**src/rtl/uart_rx_byte_if.sv**
```systemverilog
// Serial receive bundle: the raw line in, and the byte and status strobes out.
// Ports: rx_in (serial line), dato (byte), rx_flat / frame_err (1-cycle strobes), rx_busy.
// The slave modport is the receiver side; the master modport is the line driver / byte consumer.
interface uart_rx_byte_if;
  logic       rx_in;
  logic [7:0] dato;
  logic       rx_flat;
  logic       frame_err;
  logic       rx_busy;

  modport master (
    output rx_in,
    input  dato,
    input  rx_flat,
    input  frame_err,
    input  rx_busy
  );

  modport slave (
    input  rx_in,
    output dato,
    output rx_flat,
    output frame_err,
    output rx_busy
  );
endinterface

```
**src/rtl/uart_rx_byte.sv**
```systemverilog
// UART 8N1 receiver (8E1 with UART_RX_PARITY_EN defined): delivers each good byte on dato with a 1-cycle rx_flat.
// Latency: rx_flat rises SYNC_STAGES + 9.5*CLKS_PER_BIT (+-1) cycles after the start-bit falling edge.
// Backpressure: none; the consumer must take a byte on every rx_flat. Bad frames pulse frame_err and are dropped.
// Ports: clk, rst (async, active-high), rx (slave modport: rx_in, dato, rx_flat, frame_err, rx_busy).
module uart_rx_byte #(
  parameter int CLKS_PER_BIT = 434,
  parameter int SYNC_STAGES  = 2
) (
  input  logic          clk,
  input  logic          rst,
  uart_rx_byte_if.slave rx
);

  localparam int            CW        = $clog2(CLKS_PER_BIT);
  localparam logic [CW-1:0] BIT_LAST  = CW'(CLKS_PER_BIT - 1);
  localparam logic [CW-1:0] HALF_LAST = CW'(CLKS_PER_BIT / 2 - 1);

  typedef enum logic [2:0] {
    S_IDLE,
    S_START,
    S_DATA,
`ifdef UART_RX_PARITY_EN
    S_PARITY,
`endif
    S_STOP,
    S_WAIT_HIGH
  } state_t;

  // Synchroniser resets to all ones so the line reads idle out of reset.
  logic [SYNC_STAGES-1:0] sync_q;
  logic                   rx_s;

  always_ff @(posedge clk or posedge rst) begin
    if (rst) begin
      sync_q <= '1;
    end else begin
      sync_q <= {sync_q[SYNC_STAGES-2:0], rx.rx_in};
    end
  end

  assign rx_s = sync_q[SYNC_STAGES-1];

  state_t        state;
  logic [CW-1:0] cnt;
  logic [2:0]    idx;
  logic [7:0]    shift_q;
  logic [7:0]    dato_q;
  logic          flat_q;
  logic          err_q;
  logic          busy_q;
`ifdef UART_RX_PARITY_EN
  logic          par_bad;
`endif

  always_ff @(posedge clk or posedge rst) begin
    if (rst) begin
      state   <= S_IDLE;
      cnt     <= '0;
      idx     <= '0;
      shift_q <= '0;
      dato_q  <= '0;
      flat_q  <= 1'b0;
      err_q   <= 1'b0;
      busy_q  <= 1'b0;
`ifdef UART_RX_PARITY_EN
      par_bad <= 1'b0;
`endif
    end else begin
      // Strobes default low so each lasts exactly one cycle.
      flat_q <= 1'b0;
      err_q  <= 1'b0;
      case (state)
        S_IDLE: begin
          cnt <= '0;
          idx <= '0;
          if (!rx_s) begin
            state  <= S_START;
            busy_q <= 1'b1;
          end
        end

        // Re-check the line at mid start bit to reject glitches; all later
        // samples land at mid-bit because counting restarts from here.
        S_START: begin
          if (cnt == HALF_LAST) begin
            cnt <= '0;
            if (!rx_s) begin
              state <= S_DATA;
            end else begin
              state  <= S_IDLE;
              busy_q <= 1'b0;
            end
          end else begin
            cnt <= cnt + 1'b1;
          end
        end

        S_DATA: begin
          if (cnt == BIT_LAST) begin
            cnt          <= '0;
            shift_q[idx] <= rx_s;
            idx          <= idx + 1'b1;
            if (idx == 3'd7) begin
`ifdef UART_RX_PARITY_EN
              state <= S_PARITY;
`else
              state <= S_STOP;
`endif
            end
          end else begin
            cnt <= cnt + 1'b1;
          end
        end

`ifdef UART_RX_PARITY_EN
        // Even parity: data bits plus parity bit must XOR to zero.
        S_PARITY: begin
          if (cnt == BIT_LAST) begin
            cnt     <= '0;
            par_bad <= ^{shift_q, rx_s};
            state   <= S_STOP;
          end else begin
            cnt <= cnt + 1'b1;
          end
        end
`endif

        // Leaving at mid stop bit gives half a bit of slack to catch a
        // start bit that follows immediately.
        S_STOP: begin
          if (cnt == BIT_LAST) begin
            cnt <= '0;
            if (!rx_s) begin
              err_q <= 1'b1;
              state <= S_WAIT_HIGH;
`ifdef UART_RX_PARITY_EN
            end else if (par_bad) begin
              err_q  <= 1'b1;
              state  <= S_IDLE;
              busy_q <= 1'b0;
`endif
            end else begin
              dato_q <= shift_q;
              flat_q <= 1'b1;
              state  <= S_IDLE;
              busy_q <= 1'b0;
            end
          end else begin
            cnt <= cnt + 1'b1;
          end
        end

        // A held-low line (break) must not be read as a stream of frames.
        S_WAIT_HIGH: begin
          if (rx_s) begin
            state  <= S_IDLE;
            busy_q <= 1'b0;
          end
        end

        default: begin
          state  <= S_IDLE;
          busy_q <= 1'b0;
        end
      endcase
    end
  end

  assign rx.dato      = dato_q;
  assign rx.rx_flat   = flat_q;
  assign rx.frame_err = err_q;
  assign rx.rx_busy   = busy_q;

endmodule

```
**src/flat_wrapper.sv**
```systemverilog
// flat-port wrapper written by rule: the top's interface ports become plain ports
module uart_rx_byte_flat 
#(
  parameter int CLKS_PER_BIT = 434,
  parameter int SYNC_STAGES  = 2
)
  (clk, rst, rx_rx_in, rx_dato, rx_rx_flat, rx_frame_err, rx_rx_busy);
  uart_rx_byte_if rx_i ();
  input  logic clk;
  input  logic rst;
  input wire logic [$bits(rx_i.rx_in)-1:0] rx_rx_in;
  output wire logic [$bits(rx_i.dato)-1:0] rx_dato;
  output wire logic [$bits(rx_i.rx_flat)-1:0] rx_rx_flat;
  output wire logic [$bits(rx_i.frame_err)-1:0] rx_frame_err;
  output wire logic [$bits(rx_i.rx_busy)-1:0] rx_rx_busy;
  assign rx_i.rx_in = rx_rx_in;
  assign rx_dato = rx_i.dato;
  assign rx_rx_flat = rx_i.rx_flat;
  assign rx_frame_err = rx_i.frame_err;
  assign rx_rx_busy = rx_i.rx_busy;
  uart_rx_byte #(.CLKS_PER_BIT(CLKS_PER_BIT), .SYNC_STAGES(SYNC_STAGES)) u_core (.clk(clk), .rst(rst), .rx(rx_i));
endmodule
```
**config.mk**
```make
export PLATFORM = sky130hd
export DESIGN_NAME = uart_rx_byte_flat
export DESIGN_NICKNAME = d
export VERILOG_FILES = /design/src/rtl/uart_rx_byte_if.sv /design/src/rtl/uart_rx_byte.sv /design/src/flat_wrapper.sv
export SDC_FILE = /design/constraint.sdc
export NUM_CORES = 1
export LEC_CHECK = 0
export CELL_PAD_IN_SITES_DETAIL_PLACEMENT = 0
export CELL_PAD_IN_SITES_GLOBAL_PLACEMENT = 1
export CORE_ASPECT_RATIO = 0.9
export CORE_MARGIN = 1.5
export CORE_UTILIZATION = 25
export CTS_CLUSTER_DIAMETER = 120
export DETAILED_ROUTE_END_ITERATION = 6
export PLACE_DENSITY_LB_ADDON = 0.15
export SKIP_LAST_GASP = 1
export SLEW_MARGIN = 20
export SYNTH_ARGS = -nofsm -noshare
export SYNTH_HDL_FRONTEND = slang
export SYNTH_SLANG_ARGS = --single-unit
```
**constraint.sdc**
```tcl
create_clock -name clk -period 2.05 [get_ports clk]
set_clock_uncertainty 0.1 [all_clocks]
set_input_delay 0.205 -clock clk [delete_from_list [all_inputs] [get_ports clk]]
set_output_delay 0.205 -clock clk [all_outputs]
set_load 0.01 [all_outputs]
```
; Word-level counts from Yosys, hierarchy flattened
; Cells that the tools add are included.
[word_totals]
regBits = 36
inputBits = 3
output_inout_bits = 11
word_cells = 65
[op_classes]
add_sub_neg = 2
n_lt_le_gt_ge = 2
n_eq_ne = 13
muxes = 28
bitwise = 1
n_reduce_logical = 10
[op_table]
columns = operator, n
row1 = $pmux 9 s3, 1
row2 = $mux 3, 8
row3 = $mux 9, 2
row4 = $pmux 3 s5, 1
row5 = $mux 1, 11
row6 = $ne 2x1->1 const B, 5
row7 = $add 9x1->9 const B, 1
row8 = $eq 9x8->1 const B, 1
row9 = $eq 9x9->1 const B, 1
row10 = $bwmux 8, 1
row11 = $eq 3x2->1 const B, 2
row12 = $eq 3x3->1 const B, 2
row13 = $pmux 3 s2, 1
row14 = $reduce_and 6->1, 1
row15 = $pmux 1 s5, 1
row16 = $lt 3x4->1 const B, 1
row17 = $reduce_and 2->1, 2
row18 = $reduce_and 4->1, 1
row19 = $add 3x1->3 const B, 1
row20 = $demux 1 s3, 1
row21 = $eq 3x1->1 const B, 1
row22 = $ge 3x1->1 const B, 1
row23 = $logic_not 3->1, 1
row24 = $reduce_and 3->1, 1
row25 = other kinds (7), 7

; Logic depth before layout (Yosys ltp)
[depth]
word_depth = 5
mapped_depth = 7
ltp_nobuf = 6

; Worst setup path after synthesis
; No wires, ideal clock.
[synth_timing]
path_type = reg2reg
start = register u_core.cnt[0]
end = register u_core.busy_q (netlist: u_core.rx.rx_busy)
setup_time_ps = 126
arrival_time_ps = 1642
required_time_ps = 1824
setup_slack_ps = 182
path_stages_with_launch = 7
n_path_buf = 0
synth_period_minus_slack_ps = 1868
path_cell_list = dfrtp_1 -> inv_1 -> ha_1 -> nor4bb_4 -> a2111oi_4 -> or2_1 -> a311o_1
[synth_via]
elab_chain_cells = 3
[synth_lines]
columns = item, line_no
row1 = from (decl), uart_rx_byte.sv:44  ; logic [CW-1:0] cnt;
row2 = from (signal assigned), uart_rx_byte.sv:94  ; cnt <= cnt + 1'b1;
row3 = from (signal assigned), uart_rx_byte.sv:111  ; cnt <= cnt + 1'b1;
row4 = from (signal assigned), uart_rx_byte.sv:149  ; cnt <= cnt + 1'b1;
row5 = $eq 9x9->1 or $eq 9x8->1 (tied branches), "uart_rx_byte.sv:131, uart_rx_byte.sv:85"
row6 = $ne 2x1->1 (no line), n/a
row7 = $reduce_and 4->1 (no line) (*), n/a
row8 = to (signal assigned), uart_rx_byte.sv:146  ; busy_q <= 1'b0;
row9 = to (signal assigned), uart_rx_byte.sv:157  ; busy_q <= 1'b0;
row10 = to (signal assigned), uart_rx_byte.sv:163  ; busy_q <= 1'b0;
row11 = to (decl), uart_rx_byte.sv:50  ; logic busy_q;
; Mark *: on every way between the ends. The rest lies on a longest branch, timed or not.
; A chain may end at the register's enable or synchronous reset.

; Worst setup path in the final report
[layout_timing]
start = register u_core.cnt[1]
end = register u_core.shift_q[3]
[layout_via]
elab_chain_cells = 2
[layout_lines]
columns = item, line_no
row1 = $eq 9x9->1, uart_rx_byte.sv:99  ; if (cnt == BIT_LAST) begin
row2 = $reduce_and 2->1 (no line), n/a
row3 = "to (signal, indexed assignment)", uart_rx_byte.sv:101  ; shift_q[idx] <= rx_s;
row4 = to (decl), uart_rx_byte.sv:46  ; logic [7:0] shift_q;
; No other way between the ends.

==> flow_summary.ini <==
[status]
status = complete, no violations

[detailed_routing]
wl_um = 4010
dr.pass1.iters = 4
drcViolationCount = 0
via_per_inst = 4.73
ant_nets = 0
wl_per_cell_um = 14.4
dr.first_iter.drc_count = 21
vias = 1321

[hold_path]
hp-class = in -> async

[timing]
min_period_ns = 1.95
tightestPinTransition_ns = 0.462
relSlewSlack = 0.692
finalHoldViolCount = 0
setup_ws_ns = 0.105
maxSlewViolCount = 0
rsz0062_at_grt = yes
min_period_over_period = 0.949
finalSetupViolations = 0
fmax_ghz = 0.514
fin_setup_tns_ns = 0

[synth]
ys_warn_count = 0
yosys_most_used_dff = dfrtp_1
syn_nets = 166
synthMuxAreaShare = 0.105
synthArstFlopShare = 1.00
postSynthCellCount = 158
syn_area_per_cell_um2 = 11.5
synth_fa_ha_area_frac = 0.0344
synth-compound-area-share = 0.124
synthesis.area_um2 = 1820
synthXorXnorAreaFrac = 0.00481
synth_cell_types = 46
seq_area_frac_synth = 0.497
synth_top_family_by_area = simple AND/OR/NAND/NOR gates
synth_edf_count = 0
synthSimpleGateAreaFrac = 0.202
ys_ff_latch = 36

[pwr]
peakVddDrop_mv = 0.235
p_leak_nw = 0.974
p_per_area_nw_per_um2 = 601

[final_layout]
final_cell_mix = 34 x dfrtp_1, 16 x nand2_1, 13 x clkdlybuf4s50_1
post-route-util = 0.322
diodes = 0
nets = 193
drive_gt1_frac = 0.242
final-instance-count-excl-fill = 279
syn2layout_area_growth_pct = 24.4
final_common_cell = dfrtp_1

[setup_path]
critPathBufInv = 1
slowest_delay_ns = 0.38
critical_path.max_fanout = 4
crit_slowest_cell = dfrtp_1
startpoint_type = register
crit_type = reg -> reg
critPathArrivalTime_ns = 2.02
worstSetupEndpointType = register
cp_cell_sequence = inv_1 -> ha_1 -> and4b_4 -> nand4_1 -> nor3b_2 -> mux2_2
cp_top_family = simple AND/OR/NAND/NOR gates
worstPathRequired_ns = 2.12

[die]
initial_core_util = 0.258
fp.dieArea_um2 = 7800
num_rows = 29
die_w_um = 92.9
core_area_um2 = 7040
chipHeight_um = 83.9
io_pins = 14

[grt]
antenna_found_initial = 0
grt.total_usage = 0.111
grt.overflow.total = 0
grt_pass1_wl_um = 6730
grt_max_degree = 37
grt_pass1_vias = 1318

[placed_design]
place_congestion = 0.748
dpl.hpwl_um = 2730
pre_cts_ws_ns = -0.0671
port_buffers = 13
placed_cells_incl_taps = 269

[clock_tree]
clock_latency_ns = 0.29
clk_path_buf_depth = 2
clockRootBuffer = clkbuf_8
cts_tree = yes
cts_max_level = 2
path_clk_slew_ns = 0.07
postCtsHoldBufs = 0
cts-buffers-inserted = 5
clkSinkCount = 36

[flow_run]
drv_cap = 0
kinds of logic (layout without fill, tap and decap cells):
group                    count (synthesis)  after routing
AND/OR/NAND/NOR                         55             55
adder cells (fa/ha/maj)                  5              5
buffers and inverters                   13             41
XOR/XNOR                                 1              1
multiplexers                            17             17
AO/OA/AOI/OAI                           31             31
flip-flops                              36             36
worst paths after layout:
| check | start | endpoint | slack [ns] | cells after the start |
|---|---|---|---|---|
| hold reg to reg | u_core.sync_q[0]$_DFF_PP1_ | u_core.sync_q[1]$_DFF_PP1_ | 0.26 | 0 |
| hold / removal | rst | u_core.rx.dato[4]$_DFFE_PP0P_ | 0.22 | 3 |
| max in group asynchronous | rst | u_core.sync_q[0]$_DFF_PP1_ | 1.29 | 3 |
| setup / recovery | u_core.cnt[1]$_DFFE_PP0P_ | u_core.shift_q[3]$_DFFE_PP0P_ | 0.10 | 6 |
| setup reg to reg | u_core.cnt[1]$_DFFE_PP0P_ | u_core.shift_q[3]$_DFFE_PP0P_ | 0.10 | 6 |
| min in group clk | rx_rx_in | u_core.sync_q[0]$_DFF_PP1_ | 0.22 | 1 |
routing by layer:
metal	GRT usage	share of wire	up-vias	wire (µm)
met4	0.0496	0.017	0	68
met3	0.0337	0.038	6	151
li1	-	-	634	-
met1	0.150	0.50	660	2000
met5	0	0	-	0
met2	0.163	0.45	21	1790
synth_stat cells, types with 2 or more instances:
cell	instances	share of area
o21ai_0	11	0.030
nand3_1	2	0.0055
a21oi_1	4	0.011
nand4_1	2	0.0069
mux2_2	11	0.068
inv_1	7	0.014
nand2_1	16	0.033
dfrtp_1	34	0.47
mux2_1	6	0.037
ha_1	5	0.034
nor2_1	5	0.010
clkbuf_1	3	0.0062
o22ai_1	2	0.0069
nor4b_1	2	0.0096
dfstp_2	2	0.029
o311ai_0	3	0.014
o211ai_1	3	0.012
nor4_1	4	0.014
nor3b_1	4	0.017
nor3_1	5	0.014
nor2b_1	2	0.0069
report_power, final:
group / internal (W) / switching (W)
Sequential: 0.000713 / 0.00000118
Clock: 0.000361 / 0.000258
Combinational: 0.00000727 / 0.0000193
Total: 0.00108 / 0.000279
worst register-to-register path, cell delays in order (launching register included):
cell and delay, ns:
dfrtp_1 0.38, inv_1 0.08, ha_1 0.15, and4b_4 0.29, nand4_1 0.23, nor3b_2 0.26
mux2_2 0.35
cell type report:
type	count	area, µm²
Inverter	7	26.3
Fill cell	725	4780
Tap cell	93	116
Timing Repair Buffer	26	240
Clock buffer	6	72.6
Sequential cell	36	903
Clock inverter	2	35.0
Multi-Input combinational cell	109	870
flip-flops by register name, summed over array words and instances (netlist names):
name,cells
u_core.shift_q,8
u_core.rx.rx_flat,1
u_core.rx.dato,8
u_core.sync_q,2
u_core.idx,3
u_core.cnt,9
u_core.rx.rx_busy,1
u_core.state,3
u_core.rx.frame_err,1
through the flow:
step | total power [W] | hold slack [ns] | cell area, µm²
after CTS | 0.00138 | 0.204 | 2240
after floorplan | 0.000743 | 0.109 | 1820
after detailed placement | 0.000757 | 0.249 | 2130
after global placement | 0.000756 | 0.249 | 2130
final | 0.00136 | 0.215 | 2260
after global routing | 0.00142 | 0.216 | 2260
timing repair:
item,in CTS,in global routing
pin swaps,1,0
endpoints found under the setup margin,6,9
resized for setup,0,3
endpoints found under the hold margin,0,0
setup buffers,1,1
No activity file was read; power rests on OpenSTA's default activity.
